[config.mk]
export PLATFORM = sky130hd
export DESIGN_NAME = s4ga_cfg_streamer
export DESIGN_NICKNAME = d
export VERILOG_FILES = /design/src/rtl/s4ga_cfg_streamer.sv
export SDC_FILE = /design/constraint.sdc
export NUM_CORES = 1
export LEC_CHECK = 0
export CORE_ASPECT_RATIO = 1.25
export CORE_UTILIZATION = 50
export DETAILED_ROUTE_END_ITERATION = 8
export GPL_ROUTABILITY_DRIVEN = 0
export PLACE_DENSITY_LB_ADDON = 0.1
export SETUP_SLACK_MARGIN = 0.15
export SLEW_MARGIN = 20
export SYNTH_ARGS = -nofsm -noshare
export SYNTH_HDL_FRONTEND = slang
export SYNTH_SLANG_ARGS = --single-unit
[constraint.sdc]
create_clock -name clk -period 2.73 [get_ports clk]
set_clock_uncertainty 0.15 [all_clocks]
set_input_delay 0.546 -clock clk [delete_from_list [all_inputs] [get_ports clk]]
set_output_delay 0.546 -clock clk [all_outputs]
set_load 0.01 [all_outputs]
[src/rtl/s4ga_cfg_streamer.sv]
// s4ga_cfg_streamer
// Feeds an s4ga LUT fabric with its configuration. Holds the fabric in reset
// for RST_CYCLES cycles, then reads one config record per LUT from an external
// synchronous memory and serializes it onto the SI_W-bit config stream, one
// segment per clock with no gaps, LUT 0..N-1 and then around again.
//
// Ports
//   clk         clock
//   rst         synchronous, active-high reset
//   start       pulse: begin reset + stream sequence (only honoured when idle)
//   stop        pulse: finish the current sweep, then return to idle
//   mem_rd      record read strobe
//   mem_addr    LUT index of the record being read
//   mem_rdata   record, valid the cycle after mem_rd:
//               {idx[0],..,idx[K-1],mask}, idx[0] in the MSBs
//   si_o        config segment to the fabric
//   fpga_rst_o  fabric reset
//   busy        high in every state except idle
//   sweep_done  high while the last segment of LUT N-1 is on si_o
module s4ga_cfg_streamer #(
  parameter int N          = 71,
  parameter int K          = 5,
  parameter int SI_W       = 4,
  parameter int RST_CYCLES = N + 1,
  localparam int N_W       = $clog2(N),
  localparam int MASK_W    = 2 ** K,
  localparam int REC_W     = K * N_W + MASK_W
) (
  input  logic             clk,
  input  logic             rst,
  input  logic             start,
  input  logic             stop,
  output logic             mem_rd,
  output logic [N_W-1:0]   mem_addr,
  input  logic [REC_W-1:0] mem_rdata,
  output logic [SI_W-1:0]  si_o,
  output logic             fpga_rst_o,
  output logic             busy,
  output logic             sweep_done
);

  localparam int IDX_SEGS  = (N_W + SI_W - 1) / SI_W;
  localparam int MASK_SEGS = (MASK_W + SI_W - 1) / SI_W;
  localparam int LL        = K * IDX_SEGS + MASK_SEGS;
  localparam int IDX_PW    = IDX_SEGS * SI_W;
  localparam int MASK_PW   = MASK_SEGS * SI_W;
  localparam int PAD_W     = LL * SI_W;
  localparam int S_W       = $clog2(LL);
  localparam int RC_W      = $clog2(RST_CYCLES);

  localparam logic [N_W-1:0]  LAST_N  = N_W'(N - 1);
  localparam logic [S_W-1:0]  LAST_S  = S_W'(LL - 1);
  localparam logic [RC_W-1:0] LAST_RC = RC_W'(RST_CYCLES - 1);

  typedef enum logic [2:0] {
    S_IDLE,
    S_RST,
    S_PRIME0,
    S_PRIME1,
    S_STREAM
  } state_t;

  state_t            state_q, state_d;
  logic [RC_W-1:0]   rcnt_q, rcnt_d;
  logic [N_W-1:0]    n_q, n_d;
  logic [S_W-1:0]    s_q, s_d;
  logic [PAD_W-1:0]  sh_q, sh_d;
  logic [REC_W-1:0]  nxt_q, nxt_d;
  logic              stop_pend_q, stop_pend_d;
  logic              mem_rd_q, mem_rd_d;
  logic [N_W-1:0]    mem_addr_q, mem_addr_d;
  logic              fpga_rst_q, fpga_rst_d;
  logic              busy_q, busy_d;
  logic              sweep_done_q, sweep_done_d;

  // Re-lay a record so every field starts on a segment boundary: each idx is
  // zero-extended to IDX_SEGS segments and the mask to MASK_SEGS segments,
  // idx[0] first, mask last, most significant segment of each field first.
  function automatic logic [PAD_W-1:0] pad(input logic [REC_W-1:0] rec);
    logic [PAD_W-1:0]   p;
    logic [IDX_PW-1:0]  f;
    logic [MASK_PW-1:0] m;
    p = '0;
    for (int i = 0; i < K; i++) begin
      f = '0;
      f[N_W-1:0] = rec[REC_W-1-i*N_W -: N_W];
      p[PAD_W-1-i*IDX_PW -: IDX_PW] = f;
    end
    m = '0;
    m[MASK_W-1:0] = rec[MASK_W-1:0];
    p[MASK_PW-1:0] = m;
    return p;
  endfunction

  // Next-state logic. The record for LUT n+1 is requested in segment 0 of
  // LUT n and parked in nxt, so the shifter reloads on the last segment
  // without a bubble. Output registers are loaded from the next state, which
  // keeps every output a flop with no path from the inputs.
  always_comb begin
    state_d     = state_q;
    rcnt_d      = rcnt_q;
    n_d         = n_q;
    s_d         = s_q;
    sh_d        = sh_q;
    nxt_d       = nxt_q;
    stop_pend_d = stop_pend_q;

    if (state_q != S_IDLE && stop) begin
      stop_pend_d = 1'b1;
    end

    case (state_q)
      S_IDLE: begin
        if (start) begin
          state_d     = S_RST;
          rcnt_d      = '0;
          stop_pend_d = 1'b0;
        end
      end
      S_RST: begin
        if (rcnt_q == LAST_RC) begin
          state_d = S_PRIME0;
        end else begin
          rcnt_d = rcnt_q + RC_W'(1);
        end
      end
      S_PRIME0: begin
        state_d = S_PRIME1;
      end
      S_PRIME1: begin
        sh_d    = pad(mem_rdata);
        n_d     = '0;
        s_d     = '0;
        state_d = S_STREAM;
      end
      S_STREAM: begin
        sh_d = sh_q << SI_W;
        s_d  = s_q + S_W'(1);
        if (s_q == S_W'(1)) begin
          nxt_d = mem_rdata;
        end
        if (s_q == LAST_S) begin
          if (n_q == LAST_N && stop_pend_q) begin
            state_d     = S_IDLE;
            sh_d        = '0;
            s_d         = '0;
            n_d         = '0;
            stop_pend_d = 1'b0;
          end else begin
            sh_d = pad(nxt_q);
            s_d  = '0;
            n_d  = (n_q == LAST_N) ? '0 : n_q + N_W'(1);
          end
        end
      end
      default: begin
        state_d = S_IDLE;
      end
    endcase

    mem_rd_d     = (state_d == S_PRIME0) || (state_d == S_STREAM && s_d == '0);
    mem_addr_d   = '0;
    if (state_d == S_STREAM) begin
      mem_addr_d = (n_d == LAST_N) ? '0 : n_d + N_W'(1);
    end
    fpga_rst_d   = (state_d != S_STREAM);
    busy_d       = (state_d != S_IDLE);
    sweep_done_d = (state_d == S_STREAM) && (n_d == LAST_N) && (s_d == LAST_S);
  end

  // State and output registers.
  always_ff @(posedge clk) begin
    if (rst) begin
      state_q      <= S_IDLE;
      rcnt_q       <= '0;
      n_q          <= '0;
      s_q          <= '0;
      sh_q         <= '0;
      nxt_q        <= '0;
      stop_pend_q  <= 1'b0;
      mem_rd_q     <= 1'b0;
      mem_addr_q   <= '0;
      fpga_rst_q   <= 1'b1;
      busy_q       <= 1'b0;
      sweep_done_q <= 1'b0;
    end else begin
      state_q      <= state_d;
      rcnt_q       <= rcnt_d;
      n_q          <= n_d;
      s_q          <= s_d;
      sh_q         <= sh_d;
      nxt_q        <= nxt_d;
      stop_pend_q  <= stop_pend_d;
      mem_rd_q     <= mem_rd_d;
      mem_addr_q   <= mem_addr_d;
      fpga_rst_q   <= fpga_rst_d;
      busy_q       <= busy_d;
      sweep_done_q <= sweep_done_d;
    end
  end

  // The shifter is cleared whenever streaming is not active, so its top
  // segment is zero outside STREAM.
  assign si_o       = sh_q[PAD_W-1 -: SI_W];
  assign mem_rd     = mem_rd_q;
  assign mem_addr   = mem_addr_q;
  assign fpga_rst_o = fpga_rst_q;
  assign busy       = busy_q;
  assign sweep_done = sweep_done_q;

endmodule
==> reports/results.ini, run 1 <==
[drt]
ant_nets = 0
vias = 6612
wl_mm = 18.3
vias_per_cell = 6.05
drt_iter0_drc = 715
dr.pass1.iters = 5
post_drt_wl_per_cell_microns = 16.7
drc_errors = 0

[outcome]
status = complete, no violations

[sta]
fin_crit_sh_pct = 92.9
worst_pin_slew_ns = 0.702
fmax_mhz = 394
drv_slew = 0
grt_setup_unrepaired = yes
finalHoldViolCount = 0
setup_tns_ns = 0
setup_ws_ns = 0.193
setup_viol = 0
fin_crit_ns = 2.54
relSlewSlack_pct = 53.2

[setup_path]
setup.worst_path.end_class = flip-flop
worstPathRequired_ns = 2.91
critical_path_class = flip-flop to flip-flop
path_max_fanout = 5
slowest_stage = mux2_2
r2r_cells = 11
cp-start-kind = flip-flop
critPathTopFamily = compound AO/OA/AOI/OAI gates
critPathArrivalTime_ns = 2.72
cp_num_buf_inv = 3
cp_common_cell = inv_1
crit_chain = inv_1 -> ha_2 -> nand4bb_4 -> mux2_2 -> a21oi_4 -> inv_1 -> ha_1 -> inv_2 -> a211oi_4 -> a31o_2 -> o32ai_2
slowest_delay_ns = 0.36
critical_path_depth = 11

[synth]
ys_types = 62
synth_area_sq_um = 7360
synth_top_area_share_pct = 47.0
synth-xor-area-share_pct = 1.07
netlist_top_cells_area = dfxtp_1, a222oi_1, nand2_1
synth_edf_count = 0
synthAdderAreaFrac_pct = 1.19
synth_area_per_cell_sq_um = 8.55
synth_top_family_by_area = compound AO/OA/AOI/OAI gates
synth.largest_area_cell = dfxtp_1
yosysSeqAreaShare_pct = 47.0
synth_compound_area_share_pct = 25.5
yosys.area_share.simple_pct = 19.2
synthFlopType = dfxtp_1
synthArstFlopShare_pct = 0
synth.ff_latch_count = 173
ys_warn_count = 0
synthMuxAreaShare_pct = 0.289
synthCells = 861
synth_fp_nets = 939

[cells_and_area]
layout_common_cells = dfxtp_1, nand2_1, nor2_1
fin_util_pct = 62.6
layout_commonest_cell = dfxtp_1
area_growth_pct = 22.5
fin_cells = 1093
layout-drive-gt1-share_pct = 9.29
layout.nets = 984
fillCellCount = 1210
diodes = 0

[floorplan]
start_util_pct = 51.1
dieArea_sq_um = 15200
rows = 49
die_w_microns = 111
io_pins = 86
die_h_microns = 138
fp.coreArea_sq_um = 14400

[worst_hold_path]
holdPathStages = 2
hold_class = flip-flop to flip-flop

[clocking]
numCtsBuffers = 17
cts_tree = yes
clkSinkCount = 173
htreeDepth = 4
hold_buffers = 0
clkTransAtPathRegs_ns = 0.06
cts.path.max_buffers = 2
clk_latency_ns = 0.42
root_buffer = clkbuf_16

[global_routing]
antenna_found_initial = 0
grt_pass1_wl_mm = 29.7
grt_start_max_net_pins = 159
grt_pass1_vias = 6167
grt_usage_pct = 24.0
grt-ovfl-total = 0

[place]
place_ws_ns = 0.0240
place_inst = 1062
io_buffer_count = 85
dp_hpwl_mm = 10.7

[pwr]
powerDensity_nw_per_um2 = 566
vdd_ir_drop_max_mv = 0.432
leakagePower_nw = 3.07

[flow_run]
cap_viol_max_count = 0

-- power breakdown --
| group | internal, mW | switching, mW | total (mW) |
|---|---|---|---|
| registers | 2.53 | 0.00326 | 2.53 |
| logic | 0.125 | 0.0964 | 0.222 |
| clock network | 1.40 | 0.945 | 2.35 |
-- through the flow --
stage	hold WS (ns)	cell area [sq um]	power, mW
6_report	0.304	9020	5.10
3_3_place_gp	0.291	8330	2.81
3_5_place_dp	0.296	8330	2.81
5_1_grt	0.319	9020	5.26
4_1_cts	0.304	8900	5.15
2_1_floorplan	0.286	7370	2.67
-- cell usage after synthesis, types with 4 or more instances --
cell	instances
dfxtp_1	173
nand2_1	154
nor2_1	102
a21oi_1	81
a211oi_1	66
a222oi_1	60
clkbuf_1	59
buf_2	17
inv_1	11
nor3_1	10
a22oi_1	9
nand3_1	9
a221oi_1	7
ha_1	7
nand4_1	7
xnor2_1	6
buf_4	5
or3_1	5
a21o_1	4
and3_1	4
and4_1	4
o21ai_0	4
-- sequential cells by signal, indices dropped and copies added (netlist names) --
| register | cells |
|---|---|
| sweep_done | 1 |
| s_q | 5 |
| state_q | 3 |
| stop_pend_q | 1 |
| sh_q | 72 |
| fpga_rst_o | 1 |
| mem_rd | 1 |
| mem_addr | 7 |
| busy | 1 |
| n_q | 7 |
| nxt_q | 67 |
| rcnt_q | 7 |
-- routing by layer --
metal  part of all wire [%]  vias up  wire length (microns)  global-route usage (%)
li1                       -     3245                      -                       -
met1                     43     3128                   7930                    29.3
met2                     48      210                   8850                    40.3
met3                    5.9       29                   1080                    6.25
met4                    2.2        0                    403                    9.85
met5                      0        -                      0                       0
-- worst min-delay path: stages (launching register included) --
cell and delay, ns:
dfxtp_1 0.31, nand2_1 0.05, a21oi_1 0.05
-- area by class of cell --
cell class | instances | area (sq um) | share of cell area, %
clock buffers | 23 | 478 | 5.30
clock inverters | 5 | 85.1 | 0.944
inverters | 11 | 41.3 | 0.458
multi-input cells | 591 | 3600 | 39.9
flip-flops and latches | 173 | 3470 | 38.5
well taps | 178 | 223 | 2.47
repair buffers | 112 | 1120 | 12.4
-- logic make-up after synthesis --
group / after synthesis
and+or+nand+nor: 322
AOI/OAI and AO/OA: 251
DFF: 173
buffers and inverters: 97
xor gates and xnor gates: 9
adders and majority gates: 7
muxes: 2
-- final timing paths --
kind | from | end | slack, ns
min reg2reg | nxt_q[3] | nxt_q[3] | 0.30
max | s_q[1] | mem_addr[6] | 0.19
max reg2reg | s_q[1] | mem_addr[6] | 0.19
min | nxt_q[3] | nxt_q[3] | 0.30
-- timing repair --
action,in CTS,in global routing
resized for setup,2,19
buffers inserted,0,3
hold endpoints to repair,0,0
setup endpoints to repair,3,9
pin swaps,0,6
(Power assumes the default switching activity.)
==> run 2: changes to the inputs <==
--- a/config.mk
+++ b/config.mk
@@ -6,7 +6,8 @@
 export NUM_CORES = 1
 export LEC_CHECK = 0
 export CORE_ASPECT_RATIO = 1.25
-export CORE_UTILIZATION = 50
+export CORE_MARGIN = 8
+export CORE_UTILIZATION = 40
 export DETAILED_ROUTE_END_ITERATION = 8
 export GPL_ROUTABILITY_DRIVEN = 0
 export PLACE_DENSITY_LB_ADDON = 0.1
==> run 2 against run 1 <==
Combinational power grew 2%. Die area grew 51%. Register-to-register slack gained 0.04 ns. Wire length grew 10%. Non-clock buffer count grew 1. Hold slack gained 0.00091 ns. Sequential share of layout area shrank 0.62 points. Global-route usage shrank 6.9 points. Final cell count grew 4.9%. Largest power group is now the clock network.
==> reports/results.ini, run 2 (same netlist as run 1, synthesis figures left out) <==
[setup_path]
cp_num_buf_inv = 3
cp_common_cell = inv_1
slowest_delay_ns = 0.35
crit_chain = inv_1 -> ha_2 -> nand4bb_4 -> mux2_4 -> a21oi_4 -> inv_1 -> ha_1 -> inv_2 -> a211oi_4 -> a31o_2 -> o32ai_1
setup.worst_path.end_class = flip-flop
worstPathRequired_ns = 2.92
critical_path_class = flip-flop to flip-flop
slowest_stage = dfxtp_1
critPathTopFamily = compound AO/OA/AOI/OAI gates
path_max_fanout = 5
critPathArrivalTime_ns = 2.69
cp-start-kind = flip-flop

[cells_and_area]
largest_register_ffs = 72
diodes = 0
top_regs = sh_q: 72 flops, nxt_q: 67 flops
largest_register = sh_q
layout_common_cells = dfxtp_1, nand2_1, nor2_1
fillCellCount = 1727
area_growth_pct = 24.5
layout-drive-gt1-share_pct = 10.3
layout_commonest_cell = dfxtp_1
layout.nets = 985
fin_util_pct = 50.6

[place]
dp_hpwl_mm = 11.8
io_buffer_count = 85

[sta]
drv_slew = 0
finalHoldViolCount = 0
setup_tns_ns = 0
setup_viol = 0
worst_pin_slew_ns = 0.730
grt_setup_unrepaired = no
fin_crit_sh_pct = 91.6
relSlewSlack_pct = 51.4
fin_crit_ns = 2.50
fmax_mhz = 400

[pwr]
p_int_mw = 4.20
clkPwrFrac_pct = 48.7
combPwrFrac_pct = 4.2
powerDensity_nw_per_um2 = 586
p_seq_share_pct = 47.1
vdd_ir_drop_max_mv = 0.485
leakagePower_nw = 3.10
p_sw_mw = 1.17
netSwitchingFraction_pct = 21.8

[clocking]
numCtsBuffers = 17
cts.path.max_buffers = 2
clkTransAtPathRegs_ns = 0.07
clkSinkCount = 173
hold_buffers = 0
cts_tree = yes
clk_latency_ns = 0.42
htreeDepth = 4
root_buffer = clkbuf_16

[floorplan]
start_util_pct = 40.7
dieArea_sq_um = 23000
rows = 55
fp.coreArea_sq_um = 18100
io_pins = 86
die_h_microns = 168
die_w_microns = 137

[drt]
ant_nets = 0
vias = 6661
wl_mm = 20.1
dr.pass1.iters = 6
vias_per_cell = 5.81
drc_errors = 0
drt_iter0_drc = 721
post_drt_wl_per_cell_microns = 17.6

[outcome]
status = complete, no violations

[global_routing]
grt_pass1_wl_mm = 32.0
grt-ovfl-total = 0
antenna_found_initial = 0
grt_start_max_net_pins = 159
grt_pass1_vias = 6293
grt_usage_pct = 17.1

[flow_run]
cap_viol_max_count = 0

[worst_hold_path]
hold_class = flip-flop to flip-flop

run 2: cell count changes in the layout (fill, tap and decap cells not counted), sizes merged:
cell,previous run,this run
clkbuf,23,18
clkinvlp,1,5
inv,12,16
bufinv,2,4
clkinv,1,0
run 2: worst paths after layout:
check             slack, ns  startpoint  cells past startpoint     endpoint
setup / recovery       0.23      s_q[1]                     11  mem_addr[6]
hold / removal         0.30   nxt_q[52]                      2    nxt_q[52]
setup reg to reg       0.23      s_q[1]                     11  mem_addr[6]
hold reg to reg        0.30   nxt_q[52]                      2    nxt_q[52]
run 2: tightest hold or removal path: stages, from the launching register on:
cell     delay, ns
dfxtp_1       0.31
nand2_1       0.05
a21oi_1       0.05
run 2: layer usage:
metal	global-route usage [%]	routed length [microns]	vias up
met1	22.0	8920	3201
met2	27.6	9920	199
met4	6.01	230	0
met5	0	0	-
li1	-	-	3244
met3	3.53	1080	17
run 2: power groups by stage:
stage / Sequential (mW) / Combinational (mW) / Clock (mW)
after floorplan: 2.59 / 0.0812 / 0
after global placement: 2.59 / 0.224 / 0
after detailed placement: 2.59 / 0.226 / 0
after CTS: 2.53 / 0.227 / 2.67
after global routing: 2.53 / 0.244 / 2.77
final: 2.53 / 0.226 / 2.62
run 2: what timing repair did:
| item | in CTS | in global routing |
|---|---|---|
| endpoints found under the setup margin | 3 | 22 |
| pin swaps | 0 | 8 |
| cloned | 0 | 1 |
| setup buffers | 0 | 2 |
| gates resized for setup | 9 | 16 |
run 2: layout make-up:
| class | instances | area, sq um | area share [%] |
|---|---|---|---|
| Clock buffer | 17 | 425 | 4.64 |
| Sequential cell | 173 | 3470 | 37.8 |
| Clock inverter | 14 | 206 | 2.25 |
| Multi-Input combinational cell | 591 | 3600 | 39.3 |
| Tap cell | 228 | 285 | 3.11 |
| Timing Repair Buffer | 113 | 1140 | 12.4 |
| Inverter | 11 | 41.3 | 0.451 |
run 2: stage by stage:
| stage | cell area (sq um) | power (mW) | hold WS [ns] | worst slack [ns] | std cells |
|---|---|---|---|---|---|
| after CTS | 9090 | 5.43 | 0.306 | 0.138 | 1144 |
| after global placement | 8400 | 2.81 | 0.291 | 0.191 | 1113 |
| after floorplan | 7370 | 2.67 | 0.286 | 0.186 | 861 |
| after global routing | 9170 | 5.55 | 0.318 | 0.107 | 1147 |
| after detailed placement | 8400 | 2.81 | 0.296 | 0.0243 | 1113 |
| final | 9170 | 5.37 | 0.305 | 0.229 | 1147 |
